File: src/rtl/core_pkg.sv
// rtl/core_pkg.sv - shared codes, request-bus layout and helpers for the core LSU
package core_pkg;

  localparam int REQ_VLD = 6;
  localparam int REQ_CACHE = 4;
  localparam int REQ_WRITE = 3;

  localparam logic [2:0] SZ_B = 3'b001;
  localparam logic [2:0] SZ_H = 3'b010;
  localparam logic [2:0] SZ_W = 3'b100;

  localparam logic [2:0] WB_SX_BP  = 3'd0;
  localparam logic [2:0] WB_SX_B   = 3'd1;
  localparam logic [2:0] WB_SX_UB  = 3'd2;
  localparam logic [2:0] WB_SX_H   = 3'd3;
  localparam logic [2:0] WB_SX_UH  = 3'd4;
  localparam logic [2:0] WB_SX_IMM = 3'd5;
  localparam logic [2:0] WB_SX_PC  = 3'd6;

  typedef enum logic {LSU_IDLE, LSU_WAIT} lsu_state_e;

  // Legal size code with a naturally aligned offset.
  function automatic logic lsu_req_ok(input logic [2:0] sz, input logic [1:0] off);
    case (sz)
      SZ_B:    lsu_req_ok = 1'b1;
      SZ_H:    lsu_req_ok = ~off[0];
      SZ_W:    lsu_req_ok = (off == 2'b00);
      default: lsu_req_ok = 1'b0;
    endcase
  endfunction

  function automatic logic [3:0] lsu_be(input logic [2:0] sz, input logic [1:0] off);
    case (sz)
      SZ_B:    lsu_be = 4'b0001 << off;
      SZ_H:    lsu_be = off[1] ? 4'b1100 : 4'b0011;
      default: lsu_be = 4'b1111;
    endcase
  endfunction

  function automatic logic [31:0] lsu_wdata(input logic [2:0] sz, input logic [31:0] wd);
    case (sz)
      SZ_B:    lsu_wdata = {4{wd[7:0]}};
      SZ_H:    lsu_wdata = {2{wd[15:0]}};
      default: lsu_wdata = wd;
    endcase
  endfunction

endpackage

File: src/rtl/core_lsu_ext.sv
// rtl/core_lsu_ext.sv - load lane extraction and sign/zero extension
module core_lsu_ext
  import core_pkg::*;
(
  input  logic [31:0] rdata,
  input  logic [1:0]  off,
  input  logic [2:0]  sx_op,
  output logic [31:0] data
);

  logic [15:0] lane;

  always_comb begin
    lane = 16'(rdata >> {off, 3'b000});
    case (sx_op)
      WB_SX_B:  data = {{24{lane[7]}}, lane[7:0]};
      WB_SX_UB: data = {24'd0, lane[7:0]};
      WB_SX_H:  data = {{16{lane[15]}}, lane};
      WB_SX_UH: data = {16'd0, lane};
      // BP, and IMM/PC which make no sense on a load, pass the word through
      default:  data = rdata;
    endcase
  end

endmodule

File: src/rtl/core_lsu_s.sv
// rtl/core_lsu_s.sv - load/store unit: L1D req/ack handshake, pipeline stall, load writeback
module core_lsu_s
  import core_pkg::*;
#(
  parameter int TIMEOUT = 255
) (
  input  logic        clk,
  input  logic        rst,
  input  logic        lsu_kill_in,
  input  logic [6:0]  lsu_req_in,
  input  logic [31:0] lsu_addr_in,
  input  logic [31:0] lsu_wdata_in,
  input  logic [2:0]  lsu_wb_sx_op_in,
  input  logic [4:0]  lsu_rd_in,
  output logic        l1d_req_val_out,
  output logic [31:0] l1d_addr_out,
  output logic [31:0] l1d_wdata_out,
  output logic [3:0]  l1d_be_out,
  output logic        l1d_we_out,
  output logic        l1d_cacheable_out,
  input  logic        l1d_ack_in,
  input  logic [31:0] l1d_rdata_in,
  output logic        lsu_stall_out,
  output logic        lsu_wb_we_out,
  output logic [4:0]  lsu_wb_rd_out,
  output logic [31:0] lsu_wb_data_out,
  output logic        lsu_misalign_out,
  output logic        lsu_err_out
);

  localparam int CW = $clog2(TIMEOUT + 1);

  lsu_state_e    state, state_nxt;
  logic [CW-1:0] cnt;
  logic [31:0]   addr_q;
  logic [2:0]    sx_q;
  logic [4:0]    rd_q;
  logic          kill_q;
  logic [31:0]   ext_data;

  logic [2:0] sz;
  logic       req_vld, req_ok, accept, bad_req, timeout;
  logic       unused_rsvd;

  assign sz          = lsu_req_in[2:0];
  assign req_vld     = lsu_req_in[REQ_VLD];
  assign req_ok      = lsu_req_ok(sz, lsu_addr_in[1:0]);
  assign accept      = req_vld & req_ok & ~lsu_kill_in;
  assign bad_req     = req_vld & ~req_ok & ~lsu_kill_in;
  assign timeout     = (cnt == CW'(TIMEOUT - 1)) & ~l1d_ack_in;
  assign unused_rsvd = lsu_req_in[5];

  assign l1d_addr_out = {addr_q[31:2], 2'b00};

  core_lsu_ext u_ext (
    .rdata (l1d_rdata_in),
    .off   (addr_q[1:0]),
    .sx_op (sx_q),
    .data  (ext_data)
  );

  always_ff @(posedge clk or posedge rst) begin
    if (rst) state <= LSU_IDLE;
    else     state <= state_nxt;
  end

  always_comb begin
    state_nxt = state;
    case (state)
      LSU_IDLE: if (accept) state_nxt = LSU_WAIT;
      LSU_WAIT: if (l1d_ack_in || timeout) state_nxt = LSU_IDLE;
      default:  state_nxt = LSU_IDLE;
    endcase
  end

  always_comb begin
    l1d_req_val_out = (state == LSU_WAIT);
    lsu_stall_out   = ~rst & (((state == LSU_IDLE) & accept) | (state == LSU_WAIT));
  end

  always_ff @(posedge clk or posedge rst) begin
    if (rst) begin
      cnt               <= '0;
      addr_q            <= '0;
      sx_q              <= '0;
      rd_q              <= '0;
      kill_q            <= 1'b0;
      l1d_wdata_out     <= '0;
      l1d_be_out        <= '0;
      l1d_we_out        <= 1'b0;
      l1d_cacheable_out <= 1'b0;
      lsu_wb_we_out     <= 1'b0;
      lsu_wb_rd_out     <= '0;
      lsu_wb_data_out   <= '0;
      lsu_misalign_out  <= 1'b0;
      lsu_err_out       <= 1'b0;
    end else begin
      lsu_wb_we_out    <= 1'b0;
      lsu_misalign_out <= 1'b0;
      lsu_err_out      <= 1'b0;
      case (state)
        LSU_IDLE: begin
          if (accept) begin
            cnt               <= '0;
            kill_q            <= 1'b0;
            addr_q            <= lsu_addr_in;
            sx_q              <= lsu_wb_sx_op_in;
            rd_q              <= lsu_rd_in;
            l1d_wdata_out     <= lsu_wdata(sz, lsu_wdata_in);
            l1d_be_out        <= lsu_be(sz, lsu_addr_in[1:0]);
            l1d_we_out        <= lsu_req_in[REQ_WRITE];
            l1d_cacheable_out <= lsu_req_in[REQ_CACHE];
          end else if (bad_req) begin
            lsu_misalign_out <= 1'b1;
          end
        end
        LSU_WAIT: begin
          cnt <= cnt + CW'(1);
          if (lsu_kill_in) kill_q <= 1'b1;
          // An ack in the timeout cycle still completes normally
          if (l1d_ack_in) begin
            if (!l1d_we_out && !kill_q && !lsu_kill_in) begin
              lsu_wb_we_out   <= 1'b1;
              lsu_wb_rd_out   <= rd_q;
              lsu_wb_data_out <= ext_data;
            end
          end else if (timeout) begin
            lsu_err_out <= 1'b1;
          end
        end
        default: ;
      endcase
    end
  end

endmodule

File: config.mk
export PLATFORM = sky130hd
export DESIGN_NAME = core_lsu_s
export DESIGN_NICKNAME = d
export VERILOG_FILES = /design/src/rtl/core_pkg.sv /design/src/rtl/core_lsu_ext.sv /design/src/rtl/core_lsu_s.sv
export SDC_FILE = /design/constraint.sdc
export NUM_CORES = 1
export LEC_CHECK = 0
export ABC_AREA = 1
export BUFFER_PORTS_ARGS = -buffer_cell sky130_fd_sc_hd__buf_2
export CAP_MARGIN = 0
export CORE_MARGIN = 2
export CORE_UTILIZATION = 55
export CTS_CLUSTER_DIAMETER = 30
export CTS_CLUSTER_SIZE = 40
export DETAILED_ROUTE_END_ITERATION = 8
export PLACE_DENSITY = 0.86
export REMOVE_ABC_BUFFERS = 1
export SKIP_LAST_GASP = 1
export SYNTH_ARGS = -nofsm -noshare
export SYNTH_HDL_FRONTEND = slang
export SYNTH_SLANG_ARGS = --single-unit
File: constraint.sdc
create_clock -name clk -period 6.8 [get_ports clk]
set_clock_uncertainty 0.15 [all_clocks]
set_input_delay 1.02 -clock clk [delete_from_list [all_inputs] [get_ports clk]]
set_output_delay 1.02 -clock clk [all_outputs]
set_load 0.01 [all_outputs]
Yosys cells after proc, flatten, opt, wreduce, memory -nomap -nowiden
Index checks and enable logic that the tools add are counted.
{ "op_classes": {"n_addsub": 1, "multipliers": 0, "n_div": 0, "magnitude_cmp": 0, "n_eq_ne": 10, "shifts": 2, "mux": 22, "n_bitwise": 14, "n_reduce_logical": 10} }
{ "ops": {"columns": ["cell", "count"], "rows": [
  ["case mux 32 bit (4 select lines)", 1],
  ["case mux 32 bit (2 select lines)", 1],
  [">> shifter 32 x 5 -> 16 bit", 1],
  ["case mux 8 bit (2 select lines)", 1],
  ["2-to-1 mux 1 bit", 13],
  ["== test 3 x 2 -> 1 bit (second input constant)", 3],
  ["adder 8 x 1 -> 8 bit (second input constant)", 1],
  ["== test 8 bit (second input constant)", 1],
  ["2-to-1 mux 8 bit", 1],
  ["case mux 4 bit (2 select lines)", 1],
  ["bitwise AND 1 bit", 7],
  ["== test 3 x 1 -> 1 bit (second input constant)", 2],
  ["== test 3 bit (second input constant)", 2],
  ["inverter 1 bit", 6],
  ["2-to-1 mux 4 bit", 1],
  ["!= test 2 bit (second input constant)", 2],
  ["case mux 1 bit (2 select lines)", 2],
  ["AND reduction 2 bit", 2],
  ["left shift 1 x 2 -> 4 bit (first input constant)", 1],
  ["zero test 1 bit", 3],
  ["case mux 1 bit (3 select lines)", 1],
  ["AND reduction 3 bit", 1],
  ["logical AND 1 bit", 2],
  ["zero test 2 bit", 1],
  ["other kinds (2)", 2]
]} }
{ "word_totals": {"ff_bits": 128, "latch_bits": 0, "mem_bits_rw": 0, "rom_bits": 0, "input_bits": 115, "output_inout_bits": 112, "elab_cells": 74, "mem_count": 0} }

Logic depth before layout (Yosys ltp)
Gate-level depths: netlist (run 1).
{ "logic_depth": {"word_depth": 8, "mapped_depth": 11, "depth_no_buf": 9} }

Cells and area by module
A second synthesis (run 1) with hierarchy kept.
{ "hier_totals": {"cells_unflattened": 944, "area_unflattened_um2": 6934.2} }
{ "modules_own_cells": {"columns": ["mod", "instances", "cells_each", "area_per_inst_um2", "seq_area_each_um2"], "rows": [
  ["core_lsu_s", 1, 709, 5789.3, 3203.1],
  ["core_lsu_ext", 1, 235, 1144.8, 0.0]
]} }

Least setup slack after synthesis (run 1)
No wires, ideal clock.
{ "synth_timing": {"path_kind": "input port to output port", "from": "in lsu_req_in[2]", "to": "out lsu_stall_out", "arrival_time_ns": 1.612, "required_ns": 5.630, "slack_ns": 4.018, "stages": 5, "path_buffers": 0, "cell_sequence": "nor2_1 nand3_1 nand3_2 nand2_1 a21oi_1"} }
{ "synth_via": {"elab_chain_len": 7, "word_cells_on_any_way": 9, "cone_classes": "3 x eq/ne; 1 x mux; 5 x bitwise"} }
{ "synth_lines": {"columns": ["element", "line", "source"], "rows": [
  ["start: declaration", "core_lsu_s.sv:10", "input logic [6:0] lsu_req_in,"],
  ["== test 3 bit (tied with other cells)", "core_pkg.sv:24", "case (sz)"],
  ["case mux 1 bit (3 select lines) *", "core_pkg.sv:24", null],
  ["bitwise AND 1 bit * (2 in a row)", "core_lsu_s.sv:48", "assign accept = req_vld & req_ok & ~lsu_kill_in;"],
  ["bitwise AND 1 bit *", "core_lsu_s.sv:78", "lsu_stall_out = ~rst & (((state == LSU_IDLE) & accept) | (state == LSU_WAIT));"],
  ["OR 1 bit *", "core_lsu_s.sv:78", null],
  ["bitwise AND 1 bit *", "core_lsu_s.sv:78", null],
  ["end: declaration", "core_lsu_s.sv:23", "output logic lsu_stall_out,"]
]} }
Every way passes the cells marked *; elsewhere a longest branch is shown, timed or not.

Worst setup path in the final report (run 1)
Same ends and word-level chain as after synthesis.

==> results of run 1 <==
## routing by layer
layer / up-vias / part of all wire (%) / global-route usage [%]
met3: 32 / 9.0 / 8.82
li1: 3071 / - / -
met1: 2815 / 41 / 36.1
met5: - / 0 / 0
met2: 287 / 47 / 42.3
met4: 0 / 2.1 / 10.4
## logic make-up (layout without fill, tap and decap cells)
group / count (synthesis) / after routing / share of synthesized area, %
buffers and inverters: 135 / 321 / 10.9
DFF: 128 / 128 / 48.3
AOI/OAI and AO/OA: 43 / 43 / 3.78
other: 1 / 2 / 0.0566
and+or+nand+nor: 589 / 589 / 36.6
adders and majority gates: 2 / 2 / 0.378
## synthesized netlist by cell type (5+ instances only)
cell type	n	share of area (%)
a21oi_1	6	0.45
clkbuf_1	10	0.57
or2_2	15	1.4
o21ai_0	19	1.4
o211ai_1	14	1.6
buf_2	15	1.1
nand3_1	61	4.6
or2_1	9	0.85
nand2_1	442	25
inv_1	53	3.0
buf_4	39	4.4
buf_6	6	1.0
inv_2	5	0.28
nor2_1	45	2.5
dfrtp_1	128	48
## worst max-delay path: stages
cell and delay, ns:
buf_2 0.12, nor2_1 0.11, nand2_1 0.30, nand3_2 0.24
nand2_1 0.11, a21oi_1 0.13, buf_2 0.15
## metrics by stage
step,utilization (%),cell area (µm²),hold slack (ns)
4_1_cts,68.0,8070,0.327
3_3_place_gp,63.0,7470,0.302
5_1_grt,68.0,8070,0.341
3_5_place_dp,63.0,7470,0.311
6_report,68.0,8070,0.324
2_1_floorplan,-,6150,0.292
## sequential cells by signal, summed over array words and instances (netlist names), 3 cells and up
signal,cells
lsu_wb_data_out,32
addr_q,32
l1d_be_out,4
lsu_wb_rd_out,5
rd_q,5
sx_q,3
l1d_wdata_out,32
cnt,8
## path summary, 6_finish.rpt
path,endpoint,slack (ns)
max,lsu_stall_out,3.46
min,l1d_wdata_out[19],0.32
max reg2reg,lsu_wb_data_out[23],4.08
min reg2reg,l1d_wdata_out[19],0.32
max in group asynchronous,sx_q[2],4.53
min in group asynchronous,cnt[1],0.56
## where the power goes
group / internal [W] / total [W] / switching, W
registers: 0.000989 / 0.00114 / 0.000147
logic: 0.000348 / 0.000843 / 0.000495
clock network: 0.000576 / 0.000918 / 0.000343
total: 0.00191 / 0.00290 / 0.000984
## area by class of cell
| type | instances | share of cell area (%) |
|---|---|---|
| Multi-Input combinational cell | 636 | 33.5 |
| Inverter | 63 | 2.99 |
| Tap cell | 147 | 2.28 |
| Clock inverter | 14 | 2.05 |
| Sequential cell | 128 | 39.7 |
| Timing Repair Buffer | 226 | 14.1 |
| Clock buffer | 18 | 5.32 |
==> key figures, run 1 <==
Clock tree
  – Number of post-CTS setup repair buffers: 0
  – Clock Tree Buf Depth: 2
  – CTS Sinks: between 100 and 150
  – Post-CTS sizing: 0
  – H-tree Lvls: 4
  – CTS tree: done
  – Clk_lat worst skew: between 0.4 and 0.5 ns
  – Root Buffer: clkbuf_16
  – Total CTS buffers: 17
  – Post-cts hold buffer count: 0
  – Clock slew at reported path FFs: roughly 0.060 ns

Power and ir drop
  – Peak supply drop: roughly 200 µV
  – Leakage: between 4 and 5 nW
  – Power Total: 0.00290 W
  – Power per cell area: about 360 nW/µm²

Global routing
  – Global-route wire length before repair: 27,900 µm
  – Initial antenna violation count: 0
  – Pin count of the biggest net entering global routing: between 80 and 90
  – Total gr overflow: 0
  – Total GRT Usage: between 20% and 30%
  – Vias in the first global route: just under 6k

STA
  – Finish-stage setup viols: 0
  – Worst slew margin: between 20% and 30%
  – Unrepaired setup endpoints after global routing: no
  – Crit path time final: approximately 3.3 ns
  – Fmax: 299 MHz
  – Final Hold Fails: 0
  – Worst-Margin Slew: 1.14 ns
  – Sum Neg Setup Slack: 0 ns
  – Final period util: 49.1%
  – Max Slew Vio Count: 0
  – Min setup slack post-route: approximately 3.5 ns

Worst setup path
  – CP endpoint kind: output pin
  – Critical Path AT: approximately 2.2 ns
  – Setup crit start: lsu_req_in[2]
  – Critical Path RT: 5.63 ns
  – RR Startpoint: l1d_req_val_out
  – Worst Path Max Fanout: 11
  – Startpoint Class: input pin
  – R2R cell count: 5
  – CP Class: input pin to output pin

Synth
  – Share of the yosys chip area belonging to registers: approximately half
  – Syn Inst Count: around 900
  – Avg Cell Area, Syn: 7.38 µm²
  – Mapped Area: between 6000 and 7000 µm²
  – EDFF count, synth: 0
  – Ys Warns: 0
  – Async set or reset register ratio after synthesis: 100%
  – Synth cell types: 32
  – Prevailing post-synth register cell: dfrtp_1
  – #FFs+latches synth: between 100 and 150

Place
  – Routability-driven placement congestion ratio: about 0.8
  – Dpl hpwl: approximately 11,000 µm
  – Inst Count DP: 1,200
  – Port bufs: about 220
  – Setup WS pre-CTS: ~3.5 ns

Status
  – Status: finished clean

Cells and area
  – Storage element area: approximately 3200 µm²
  – Most frequent cells in the layout: nand2_1, buf_2, dfrtp_1
  – Area delta synth->final: 21.7%
  – Share of layout cells above drive strength 1: a little over a quarter
  – Cell Count, Final, Fillers Out: roughly 1.2k
  – Post-layout net count: between 1k and 1.5k
  – Ant. Diodes: 0
  – Most common cell after layout, fill and taps aside: nand2_1
  – Filler instances: around 990
  – Multi-input logic area: about 2700 µm²

Job
  – Maxcap violations: 0

Routing
  – Drt pass-1 iters: 5
  – DRC viols: 0
  – Routed vias/inst: roughly 5
  – Vias post-DR: 6,205
  – Detailed Route Iter0 Violations: 445
  – Final WL: between 15,000 and 20,000 µm
  – ANT nets after route: 0
  – Drt wl/cell: between 10 and 15 µm

Floorplan
  – Core Region: 11,900 µm²
  – Initial cell density of the core: ~56%
  – Die Ht: approximately 110 µm
  – Die area: about 13,000 µm²
  – Row cnt: 40
  – I/O pin total: ~230
  – Die X: roughly 110 µm

Hold path
  – Hold path cells: 2
  – Hold Startpoint: l1d_wdata_out[19]
  – HP Class: register to register
No activity file was read; power rests on OpenSTA's default activity.
==> run 2: changes to the inputs <==
- ABC_AREA: 1 -> 0
- CORE_UTILIZATION: 55 -> 50
- PLACE_DENSITY: 0.86 -> 0.81
- clock period: 6.8 -> 3.13 ns (I/O delays scaled with it)
==> run 2 against run 1 <==
Against the previous run: worst hold slack got worse by 0.22 ns; routed wire length decreased by 10%; final area fell by 3.7%; critical endpoint unchanged; largest power group unchanged; highest routed layer unchanged.
==> key figures, run 2 <==
Status
  – Status: finished clean

STA
  – Worst slew margin: 52.9% (+29 points)
  – Final Hold Fails: 0 (unchanged)
  – Worst-Margin Slew: 0.707 ns (-0.434 ns)
  – Max Slew Vio Count: 0 (unchanged)
  – Final period util: between 70% and 80%
  – Fmax: 453 MHz
  – Crit path time final: 2.21 ns
  – Finish-stage setup viols: 0 (unchanged)
  – Min setup slack post-route: 0.925 ns (-2.53 ns)
  – Sum Neg Setup Slack: 0 ns (unchanged)
  – Unrepaired setup endpoints after global routing: no

Worst setup path
  – Max incr delay on CP: 0.48 ns (+0.18 ns)
  – CP cell instances: buf_2 -> or3b_1 -> a21oi_1 -> o21a_1 -> buf_2
  – CP endpoint kind: output pin
  – CP Depth: 5 (-2)
  – Critical path's top delay family: simple AND/OR/NAND/NOR gates
  – Critical Path AT: 1.59 ns (-0.58 ns)
  – Critical Path RT: 2.51 ns (-3.12 ns)
  – CP max-delay cell: or3b_1
  – R2R cell count: 5 (unchanged)
  – CP bufs+invs: 2 (unchanged)
  – Worst path most repeated cell: buf_2
  – Startpoint Class: input pin
  – Worst Path Max Fanout: 5 (-6)
  – RR Startpoint: l1d_req_val_out
  – CP Class: input pin to output pin
  – Setup crit start: lsu_req_in[2]

Synth
  – Top-count cell post-synth: dfrtp_1
  – Top cells by count, synth: dfrtp_1, mux2_2, nand2_1, buf_4, o21ai_0
  – Async set or reset register ratio after synthesis: 100% (unchanged)
  – Ys Warns: 0 (unchanged)
  – Post-synthesis simple-gate area fraction: 9.69% (-27 points)
  – Synthesized-area fraction occupied by adder cells: 0.411% (+0.033 points)
  – Synth cell types: 45 (+41%)
  – EDFF count, synth: 0 (unchanged)
  – Prevailing post-synth register cell: dfrtp_1
  – Share of the yosys chip area belonging to registers: 52.5% (+4.2 points)
  – Largest family of logic cells by synthesized area: multiplexers
  – Post-synth top area share: 52.5% (+4.2 points)
  – Synth area leader: dfrtp_1
  – Compound-Gate Fraction of Synth Area: 12.7% (+8.9 points)
  – Mapped Area: 6100 µm² (-8.0%)
  – Synth top area cells: dfrtp_1, mux2_2, mux2_1, buf_4, nand2_1
  – Syn Inst Count: 532 (-41%)
  – Mux contribution to synthesized area: 17.6% (+18 points)
  – Area share of xor/xnor cells in the synthesized design: 0% (unchanged)
  – #FFs+latches synth: 128 (unchanged)
  – Avg Cell Area, Syn: 11.5 µm² (+55%)

Global routing
  – Vias in the first global route: 4,895 (-16%)
  – Met2 Use GR: 41.3% (-1.1 points)
  – Global-route wire length before repair: 24,100 µm (-14%)
  – Initial antenna violation count: 0 (unchanged)
  – GR peak layer: met2
  – Total GRT Usage: 24.1% (-3.2 points)
  – GR Util met3: 7.15% (-1.7 points)
  – Pin count of the biggest net entering global routing: 129 (+45%)
  – Global routing met1 resource utilization: 27.8% (-8.4 points)
  – Total gr overflow: 0 (unchanged)

Power and ir drop
  – Power per cell area: 823 nW/µm² (+130%)
  – Power Total: 0.00640 W (+120%)
  – Logic pwr share: 28.2% (-0.9 points)
  – Clock power frac: 33.8% (+2.1 points)
  – Switch share: 30.4% (-3.5 points)
  – Reg power frac: 38.0% (-1.2 points)
  – Peak supply drop: 498 µV (+140%)
  – P_int: 0.00445 W (+130%)
  – Leakage: 3.88 nW (-19%)
  – Sw power: 0.00195 W (+98%)

Cells and area
  – Most common cell after layout, fill and taps aside: buf_2
  – Post-layout net count: 842 (-29%)
  – Share of layout cells above drive strength 1: 46.1% (+20 points)
  – Ant. Diodes: 0 (unchanged)
  – Largest regs: addr_q (32), l1d_wdata_out (32), lsu_wb_data_out (32)
  – Filler instances: 957 (-3.2%)
  – Util after Layout: 64.9% (-3.1 points)
  – Most frequent cells in the layout: buf_2, dfrtp_1, mux2_2
  – Area delta synth->final: 27.4%

Floorplan
  – Initial cell density of the core: 51.0% (-4.9 points)
  – Die Ht: 114 µm (+0.57%)
  – Core Region: 12,000 µm² (+0.84%)
  – I/O pin total: 227 (unchanged)
  – Die area: 13,100 µm² (+1.1%)
  – Row cnt: 40 (unchanged)
  – Die X: 114 µm (+0.57%)

Routing
  – Routed vias/inst: 5.47 (+8.6%)
  – Drt pass-1 iters: 6 (+1)
  – Drt wl/cell: 17.4 µm (+25%)
  – Detailed Route Iter0 Violations: 320 (-28%)
  – DRC viols: 0 (unchanged)
  – ANT nets after route: 0 (unchanged)
  – Final WL: 15,400 µm (-10%)
  – Vias post-DR: 4,842 (-22%)

Clock tree
  – Total CTS buffers: 17 (unchanged)
  – Post-CTS sizing: 0 (unchanged)
  – Clk_lat worst skew: 0.41 ns (about the same)
  – Clock slew at reported path FFs: 0.05 ns (about the same)
  – Number of post-CTS setup repair buffers: 0 (unchanged)
  – Root Buffer: clkbuf_16
  – Clock Tree Buf Depth: 2 (unchanged)
  – H-tree Lvls: 4 (unchanged)
  – Post-cts hold buffer count: 0 (unchanged)
  – CTS tree: done
  – CTS Sinks: 128 (unchanged)

Job
  – Maxcap violations: 0 (unchanged)

Hold path
  – HP Class: input pin to async pin

Place
  – Setup WS pre-CTS: 0.694 ns (-2.78 ns)
  – Port bufs: 223 (unchanged)
  – Dpl hpwl: 10,700 µm (-6.2%)
  – Routability-driven placement congestion ratio: 0.944 (+15%)
==> run 2: cell types whose count changed after synthesis, moves of 13 or more <==
cell	change
nand2_1	-384
mux2_2	+60
nand3_1	-57
inv_1	-46
mux2_1	+26
nor2_1	-22
o21ai_0	+15
a2bb2oi_1	+14
o211ai_1	-13
==> run 2: layout make-up <==
class / count / area [µm²] / share of cell area, %
inverters: 7 / 28.8 / 0.371
well taps: 147 / 184 / 2.37
clock inverters: 9 / 151 / 1.95
flip-flops and latches: 128 / 3200 / 41.2
clock buffers: 23 / 508 / 6.54
multi-input cells: 337 / 2470 / 31.8
repair buffers: 234 / 1220 / 15.8
==> run 2: per-layer routing <==
layer  share of wire (%)  up-vias
li1                    -     2230
met1                  39     2350
met2                  51      235
met3                 7.3       27
met4                 2.1        0
met5                   0        -
==> run 2: worst min-delay path: stages <==
cell,delay (ns)
buf_2,0.11
inv_4,0.07
buf_12,0.48
==> run 2: power by group through the flow <==
stage,clock [W],sequential [W],combinational [W]
floorplan,0,0.00266,0.000796
global placement,0,0.00242,0.00176
detailed placement,0,0.00245,0.00181
CTS,0.00220,0.00243,0.00182
global route,0.00227,0.00249,0.00198
finish,0.00216,0.00243,0.00180
==> run 2: cells by family (layout without fill, tap and decap cells) <==
family	Yosys count	in the layout
buffers and inverters	68	273
AOI/OAI and AO/OA	114	114
other	1	2
and+or+nand+nor	124	124
muxes	95	95
DFF	128	128
adders and majority gates	2	2
==> run 2: per-stage QoR <==
stage	cell area (µm²)	hold slack [ns]	instances
floorplan	5700	0.282	472
global placement	7110	0.293	853
detailed placement	7110	0.301	853
CTS	7770	0.102	885
global route	7770	0.108	885
finish	7770	0.106	885
==> run 2: path summary, 6_finish.rpt <==
kind	to	slack, ns
min	rd_q[4]	0.11
max	lsu_stall_out	0.92
min in group clk	addr_q[6]	0.12
max in group asynchronous	l1d_wdata_out[26]	2.18
min reg2reg	lsu_wb_rd_out[4]	0.32
max reg2reg	rd_q[4]	1.03
